### config.mk
export PLATFORM = sky130hd
export DESIGN_NAME = fetch_flat
export DESIGN_NICKNAME = d
export VERILOG_FILES = /design/src/rtl/imem_if.sv /design/src/rtl/fetch.sv /design/src/flat_wrapper.sv
export SDC_FILE = /design/constraint.sdc
export NUM_CORES = 1
export LEC_CHECK = 0
export ABC_AREA = 1
export CAP_MARGIN = 15
export CORE_MARGIN = 2
export CORE_UTILIZATION = 52
export CTS_CLUSTER_SIZE = 14
export DETAILED_ROUTE_END_ITERATION = 10
export MAX_ROUTING_LAYER = met4
export PLACE_DENSITY = 0.81
export SYNTH_ARGS = -nofsm -noshare
export SYNTH_HDL_FRONTEND = slang
export SYNTH_SLANG_ARGS = --single-unit
### constraint.sdc
create_clock -name clk_i -period 3.7 [get_ports clk_i]
set_clock_uncertainty 0.15 [all_clocks]
set_input_delay 0.555 -clock clk_i [delete_from_list [all_inputs] [get_ports clk_i]]
set_output_delay 0.555 -clock clk_i [all_outputs]
set_load 0.05 [all_outputs]
### src/rtl/imem_if.sv
// Instruction-memory request/ready port: the fetch stage drives req/addr and the
// memory answers with ready/rdata.
interface imem_if;
  logic        req;
  logic [15:0] addr;
  logic        ready;
  logic [15:0] rdata;

  modport master (output req, output addr, input ready, input rdata);
  modport slave  (input req, input addr, output ready, output rdata);
endinterface

### src/rtl/fetch.sv
// Instruction-fetch stage: owns the PC, drives a variable-latency imem port and holds
// the IF/ID register with a one-entry skid buffer, redirect squash and halt handling.
module fetch #(
  parameter logic [15:0] ResetPc = 16'h0000,
  parameter logic [15:0] NopInst = 16'h1000
) (
  input  logic        clk_i,
  input  logic        rst_ni,
  imem_if.master      imem,
  input  logic        stall_i,
  input  logic        redirect_i,
  input  logic [15:0] redirect_pc_i,
  output logic [15:0] pc_o,
  output logic [15:0] pc_plus1_o,
  output logic [15:0] inst_o,
  output logic        inst_valid_o
);

  typedef enum logic [1:0] {StFetch, StHold, StHalted} state_e;

  state_e      state_q, state_d;
  logic        req_q, req_d;
  logic [15:0] addr_q, addr_d;
  logic [15:0] next_q, next_d;
  logic        squash_q, squash_d;
  logic [15:0] skid_pc_q, skid_pc_d;
  logic [15:0] skid_inst_q, skid_inst_d;
  logic [15:0] pc_q, pc_d;
  logic [15:0] pc_plus1_q, pc_plus1_d;
  logic [15:0] inst_q, inst_d;
  logic        valid_q, valid_d;

  logic accept;
  logic rdata_halt;

  assign accept     = req_q & imem.ready & ~squash_q & ~redirect_i;
  assign rdata_halt = (imem.rdata[15:12] == 4'b0000);

  always_comb begin
    state_d     = state_q;
    addr_d      = addr_q;
    next_d      = next_q;
    squash_d    = squash_q;
    skid_pc_d   = skid_pc_q;
    skid_inst_d = skid_inst_q;
    pc_d        = pc_q;
    pc_plus1_d  = pc_plus1_q;
    inst_d      = inst_q;
    valid_d     = valid_q;

    if (redirect_i) begin
      inst_d  = NopInst;
      valid_d = 1'b0;
      state_d = StFetch;
      // The outstanding request must complete before the address may change.
      if (req_q && !imem.ready) begin
        squash_d = 1'b1;
        next_d   = redirect_pc_i;
      end else begin
        squash_d = 1'b0;
        addr_d   = redirect_pc_i;
      end
    end else if (state_q == StHold) begin
      if (!stall_i) begin
        pc_d       = skid_pc_q;
        pc_plus1_d = skid_pc_q + 16'd1;
        inst_d     = skid_inst_q;
        valid_d    = 1'b1;
        state_d    = (skid_inst_q[15:12] == 4'b0000) ? StHalted : StFetch;
      end
    end else if (state_q == StFetch) begin
      if (req_q && imem.ready && squash_q) begin
        addr_d   = next_q;
        squash_d = 1'b0;
      end
      if (accept) begin
        addr_d = addr_q + 16'd1;
        if (stall_i) begin
          skid_pc_d   = addr_q;
          skid_inst_d = imem.rdata;
          state_d     = StHold;
        end else begin
          pc_d       = addr_q;
          pc_plus1_d = addr_q + 16'd1;
          inst_d     = imem.rdata;
          valid_d    = 1'b1;
          state_d    = rdata_halt ? StHalted : StFetch;
        end
      end else if (!stall_i) begin
        inst_d  = NopInst;
        valid_d = 1'b0;
      end
    end

    req_d = (state_d == StFetch);
  end

  always_ff @(posedge clk_i or negedge rst_ni) begin
    if (!rst_ni) begin
      state_q     <= StFetch;
      req_q       <= 1'b0;
      addr_q      <= ResetPc;
      next_q      <= ResetPc;
      squash_q    <= 1'b0;
      skid_pc_q   <= ResetPc;
      skid_inst_q <= NopInst;
      pc_q        <= ResetPc;
      pc_plus1_q  <= ResetPc + 16'd1;
      inst_q      <= NopInst;
      valid_q     <= 1'b0;
    end else begin
      state_q     <= state_d;
      req_q       <= req_d;
      addr_q      <= addr_d;
      next_q      <= next_d;
      squash_q    <= squash_d;
      skid_pc_q   <= skid_pc_d;
      skid_inst_q <= skid_inst_d;
      pc_q        <= pc_d;
      pc_plus1_q  <= pc_plus1_d;
      inst_q      <= inst_d;
      valid_q     <= valid_d;
    end
  end

  assign imem.req     = req_q;
  assign imem.addr    = addr_q;
  assign pc_o         = pc_q;
  assign pc_plus1_o   = pc_plus1_q;
  assign inst_o       = inst_q;
  assign inst_valid_o = valid_q;

endmodule

### src/flat_wrapper.sv
// flat-port wrapper written by rule: the top's interface ports become plain ports
module fetch_flat 
#(
  parameter logic [15:0] ResetPc = 16'h0000,
  parameter logic [15:0] NopInst = 16'h1000
)
  (clk_i, rst_ni, stall_i, redirect_i, redirect_pc_i, pc_o, pc_plus1_o, inst_o, inst_valid_o, imem_req, imem_addr, imem_ready, imem_rdata);
  imem_if imem_i ();
  input  logic clk_i;
  input  logic rst_ni;
  input  logic stall_i;
  input  logic redirect_i;
  input  logic [15:0] redirect_pc_i;
  output logic [15:0] pc_o;
  output logic [15:0] pc_plus1_o;
  output logic [15:0] inst_o;
  output logic inst_valid_o;
  output wire logic [$bits(imem_i.req)-1:0] imem_req;
  output wire logic [$bits(imem_i.addr)-1:0] imem_addr;
  input wire logic [$bits(imem_i.ready)-1:0] imem_ready;
  input wire logic [$bits(imem_i.rdata)-1:0] imem_rdata;
  assign imem_req = imem_i.req;
  assign imem_addr = imem_i.addr;
  assign imem_i.ready = imem_ready;
  assign imem_i.rdata = imem_rdata;
  fetch #(.ResetPc(ResetPc), .NopInst(NopInst)) u_core (.clk_i(clk_i), .rst_ni(rst_ni), .imem(imem_i), .stall_i(stall_i), .redirect_i(redirect_i), .redirect_pc_i(redirect_pc_i), .pc_o(pc_o), .pc_plus1_o(pc_plus1_o), .inst_o(inst_o), .inst_valid_o(inst_valid_o));
endmodule
### Word-level counts from Yosys, hierarchy flattened

Index checks and enable logic that the tools add are counted.

| word-level totals | value |
|---|---|
| bits of input ports | 37 |
| logic and storage cells | 90 |
| output and inout port bits | 66 |
| flip-flop bits (word level) | 117 |

| operators by class | value |
|---|---|
| add/sub/neg operators | 2 |
| bitwise operators | 6 |
| equality and inequality tests | 8 |
| multiplexer cells | 42 |
| reductions and logical operators | 21 |

Operators by type and width:

| cell | number |
|---|---|
| $mux 16 | 23 |
| $add 16x1->16 const B | 2 |
| $mux 2 | 8 |
| $mux 1 | 11 |
| $reduce_and 5->1 | 2 |
| $ne 3x3->1 const B | 3 |
| $logic_not 4->1 | 2 |
| $reduce_bool 2->1 | 4 |
| $ne 2x2->1 const B | 3 |
| $reduce_and 3->1 | 2 |
| $reduce_bool 3->1 | 2 |
| $logic_not 2->1 | 2 |
| $ne 4x1->1 const B | 1 |
| $reduce_and 2->1 | 2 |
| $reduce_and 4->1 | 1 |
| $and 1x1->1 | 3 |
| $logic_and 1x1->1 | 3 |
| $not 1->1 | 3 |
| $eq 2x1->1 const B | 1 |
| $logic_not 1->1 | 1 |

### Longest topological paths before layout

| logic depth | value |
|---|---|
| depth in word-level cells | 8 |
| depth in mapped cells | 11 |
| mapped depth without buffers | 10 |

### Worst setup path after synthesis

Ideal clock, no wire load.

| timing path | value |
|---|---|
| kind | register to register |
| start point | register u_core.req_q (netlist: u_core.imem.req) |
| end point | register u_core.skid_inst_q[10] |
| slack | 1.774 ns |
| clock period less this slack | 1.926 ns |
| required time | 3.425 ns |
| arrival | 1.651 ns |
| stages on the path, launching flop included | 8 |
| path buffers | 1 |
| setup time | 0.125 ns |
| cell sequence | dfrtp_1 -> nand2_1 -> inv_1 -> nand2_4 -> inv_4 -> nand3_2 -> buf_2 -> mux2_4 |

| on the way | value |
|---|---|
| word-level cells in the longest chain between the ends | 4 |

Ends and longest elaborated chain:

| item | line | text |
|---|---|---|
| start: declaration | fetch.sv:22 | `logic req_q, req_d;` |
| start signal: assignment | fetch.sv:113 | `req_q <= req_d;` |
| $and 1x1->1 (3 in series) | fetch.sv:36 | `assign accept = req_q & imem.ready & ~squash_q & ~redirect_i;` |
| $reduce_and 5->1 (no line) | n/a |  |
| end signal: assignment | fetch.sv:106 | `skid_inst_q <= NopInst;` |
| end signal: assignment | fetch.sv:118 | `skid_inst_q <= skid_inst_d;` |
| end: declaration | fetch.sv:27 | `logic [15:0] skid_inst_q, skid_inst_d;` |

Every way passes these cells.
A chain may end at the register's enable or synchronous reset.

### Final worst setup path

| timing path | value |
|---|---|
| start point | input imem_ready |
| end point | register u_core.skid_pc_q[6] |

| on the way | value |
|---|---|
| word-level cells in the longest chain between the ends | 4 |

Ends and longest elaborated chain:

| item | line | text |
|---|---|---|
| start: declaration | flat_wrapper.sv:20 | `input wire logic [$bits(imem_i.ready)-1:0] imem_ready;` |
| $and 1x1->1 (3 in series) | fetch.sv:36 |  |
| $reduce_and 5->1 (no line) | n/a |  |
| end signal: assignment | fetch.sv:105 | `skid_pc_q <= ResetPc;` |
| end signal: assignment | fetch.sv:117 | `skid_pc_q <= skid_pc_d;` |
| end: declaration | fetch.sv:26 | `logic [15:0] skid_pc_q, skid_pc_d;` |

Every way passes these cells.

==> key figures <==
Timing
  • Setup_tns: 0 ps
  • Relative slew slack: 0.417
  • RSZ-0062 raised after global routing: no
  • Minimum clock period after layout: approximately 2700 ps
  • Final setup vio count: 0
  • Pins Over Slew Limit: 0
  • Tcrit/Tclk final: 0.718
  • FMAX: 0.376 GHz
  • Final hold violations: 0
  • Worst-Margin Slew: approximately 870 ps

Detailed routing
  • DRT Pass-1 Iters: 5
  • DR vias: 5559
  • Post-Route WL: 15800 µm
  • ANT nets after route: 0
  • Max Used Layer: met4
  • Iteration-0 DRC Markers: 543
  • Vias per cell: between 5 and 6
  • Met3 wire len: 1160 µm
  • Routed len/inst: ~16 µm
  • DR DRC count: 0
  • WL met2: about 7500 µm
  • Met1 Routed Length: 6800 µm

Logic synthesis
  • Syn Inst Count: 741
  • YS warnings: 0
  • Register area share after synthesis: 0.495
  • Syn_nets: 780
  • Syn_area_per_cell: 7.99 µm²
  • Netlist cell types: 40
  • Number of flops mapped to enable cells by yosys: 0
  • Main synth FF type: dfrtp_1
  • FFs w/ async S/R, synth: 1.00
  • Number of synthesized register bits: between 100 and 150
  • Mapped Area: 5920 µm²

Finish
  • P&R area growth vs syn: 29.2%
  • Layout cells sized above 1: 0.0700
  • # diodes: 0
  • Nets: 869
  • Commonest non-fill, non-tap cell in the layout: nand2_1
  • Final Cell Area: approximately 7600 µm²
  • Fin util: 0.696
  • Most frequent cells in the layout: nand2_1, dfrtp_1, clkdlybuf4s50_1, nand3_1, nor2_1
  • Layout fillers: 843

Clock network
  • CTS root buf: clkbuf_16
  • Post-CTS Setup Inserts: 0
  • CTS Buffer Depth: 2
  • Clock Latency Late Sink: 420 ps
  • PostCTS Resize Cnt: 0
  • CTS tree: yes
  • H-tree depth: 4
  • Cts hold-fix bufs: 0
  • Total CTS buffers: 17
  • Clock slew at reported path FFs: 50 ps
  • Clk sink count: 117

Power
  • Pwr dens: 950 nW/µm²
  • P_leak: between 3 and 4 nW
  • Pint: 0.00408 W
  • Net load switching power: around 0.0032 W
  • Sw Share: 0.439
  • Comb pwr share: 0.441
  • Clock network fraction of design power: 0.242
  • Reg power frac: 0.317
  • Maximum vdd drop: between 500 and 600 µV

Die
  • Rows: 38
  • Die Span Y: 111 µm
  • Die area: roughly 12000 µm²
  • Die X: around 110 µm
  • IO Count: 103
  • Core outline area: between 10000 and 15000 µm²
  • Initial core utilization: 0.539

Global routing
  • First-pass GRT wire length: 26000 µm
  • Global Route Usage Sum: 0.271
  • Number of global-route vias before repair: 5287
  • Largest net degree at the start of global routing: 60
  • Remaining Overflow, GRT: 0
  • Initial antenna violation count: 0

Run status
  • Outcome: completed

Setup path
  • CP Launch Type: primary input
  • Worst-path fanout max: 32
  • WP data arrival: 2790 ps
  • CP Data Required Time: approximately 3800 ps
  • Crit. End Element: flip-flop
  • Critical setup path kind: primary input to flip-flop

Placed design
  • # port buffers: 102
  • Cell Area, Placed: 7010 µm²
  • Hpwl dp: 10700 µm
  • GP Congestion: 0.964

Worst hold path
  • Min-Delay Path Class: primary input to async pin

Job
  • Max-cap violations: 0
## cell families (layout without fill, tap and decap cells)
group	after synthesis	after routing	synth area share
AOI/OAI and AO/OA	129	129	0.124
xor gates and xnor gates	10	10	0.0148
adders and majority gates	2	2	0.00422
buffers and inverters	102	204	0.0710
DFF	117	117	0.495
muxes	15	15	0.0311
and+or+nand+nor	366	366	0.260
## registers in the layout, indices dropped and copies added (netlist names)
signal               count
u_core.imem.req          1
u_core.pc_o             16
u_core.skid_pc_q        16
u_core.squash_q          1
u_core.inst_valid_o      1
u_core.next_q           16
u_core.inst_o           16
u_core.skid_inst_q      16
u_core.pc_plus1_o       16
u_core.imem.addr        16
u_core.state_q           2
## layer usage
metal,vias to the layer above,global-route usage
met1,2692,0.356
met4,0,0.103
met3,29,0.0618
met5,-,-
li1,2628,-
met2,210,0.415
## cell usage after synthesis (2+ instances only)
master / n / area share
a21oi_1: 25 / 0.021
a22oi_1: 13 / 0.016
a31oi_1: 15 / 0.016
and3_1: 6 / 0.0063
buf_2: 22 / 0.019
buf_4: 2 / 0.0025
clkbuf_1: 15 / 0.0095
dfrtp_1: 114 / 0.48
dfstp_2: 3 / 0.013
ha_1: 2 / 0.0042
inv_1: 56 / 0.035
inv_2: 5 / 0.0032
mux2_1: 10 / 0.019
mux2_4: 4 / 0.010
nand2_1: 191 / 0.12
nand3_1: 82 / 0.069
nand4_1: 5 / 0.0053
nor2_1: 72 / 0.046
nor2_2: 2 / 0.0021
o211ai_1: 5 / 0.0063
o21a_1: 3 / 0.0038
o21ai_0: 38 / 0.032
o21ai_1: 23 / 0.019
o22ai_1: 4 / 0.0042
xor2_1: 9 / 0.013
## power groups by stage
stage | logic [W] | registers (W) | clock network (W)
3_5_place_dp | 0.00316 | 0.00230 | 0
5_1_grt | 0.00344 | 0.00237 | 0.00183
2_1_floorplan | 0.00116 | 0.00320 | 0
4_1_cts | 0.00320 | 0.00229 | 0.00177
3_3_place_gp | 0.00310 | 0.00227 | 0
6_report | 0.00320 | 0.00231 | 0.00176
## through the flow
stage	hold WS, ps	total power, W	setup WS [ps]	std cells
4_1_cts	80.5	0.00726	1070	983
2_1_floorplan	109	0.00436	1770	741
5_1_grt	115	0.00764	878	983
6_report	56.5	0.00727	1040	983
3_3_place_gp	313	0.00537	763	951
3_5_place_dp	314	0.00546	717	951
## critical path: stages
cell and delay (ps):
clkdlybuf4s50_1 450, nand2_1 70, inv_1 100, nand2_4 190, inv_4 320, nand3_2 480
buf_4 410, nand2_1 90, o21ai_0 100
## cell type report
type	instances	area [µm²]	area share
sequential	117	2930	0.383
clock buffer	24	492	0.0643
inverter	62	235	0.0308
multi-input combinational	522	2580	0.337
timing repair buffer	110	1090	0.143
tap	140	175	0.0229
clock inverter	8	145	0.0190
## worst paths after layout
path                       slack [ps]                  start  cells after the start                    end
max                              1040             imem_ready                      9    u_core.skid_pc_q[6]
min                                60                 rst_ni                      1       u_core.next_q[0]
max reg2reg                      1200        u_core.imem.req                      8    u_core.skid_pc_q[6]
min in group clk_i                330  u_core.pc_plus1_o[10]                      2  u_core.pc_plus1_o[10]
max in group asynchronous        2540                 rst_ni                      2   u_core.pc_plus1_o[0]
min reg2reg                       330  u_core.pc_plus1_o[10]                      2  u_core.pc_plus1_o[10]
(Power assumes the default switching activity.)
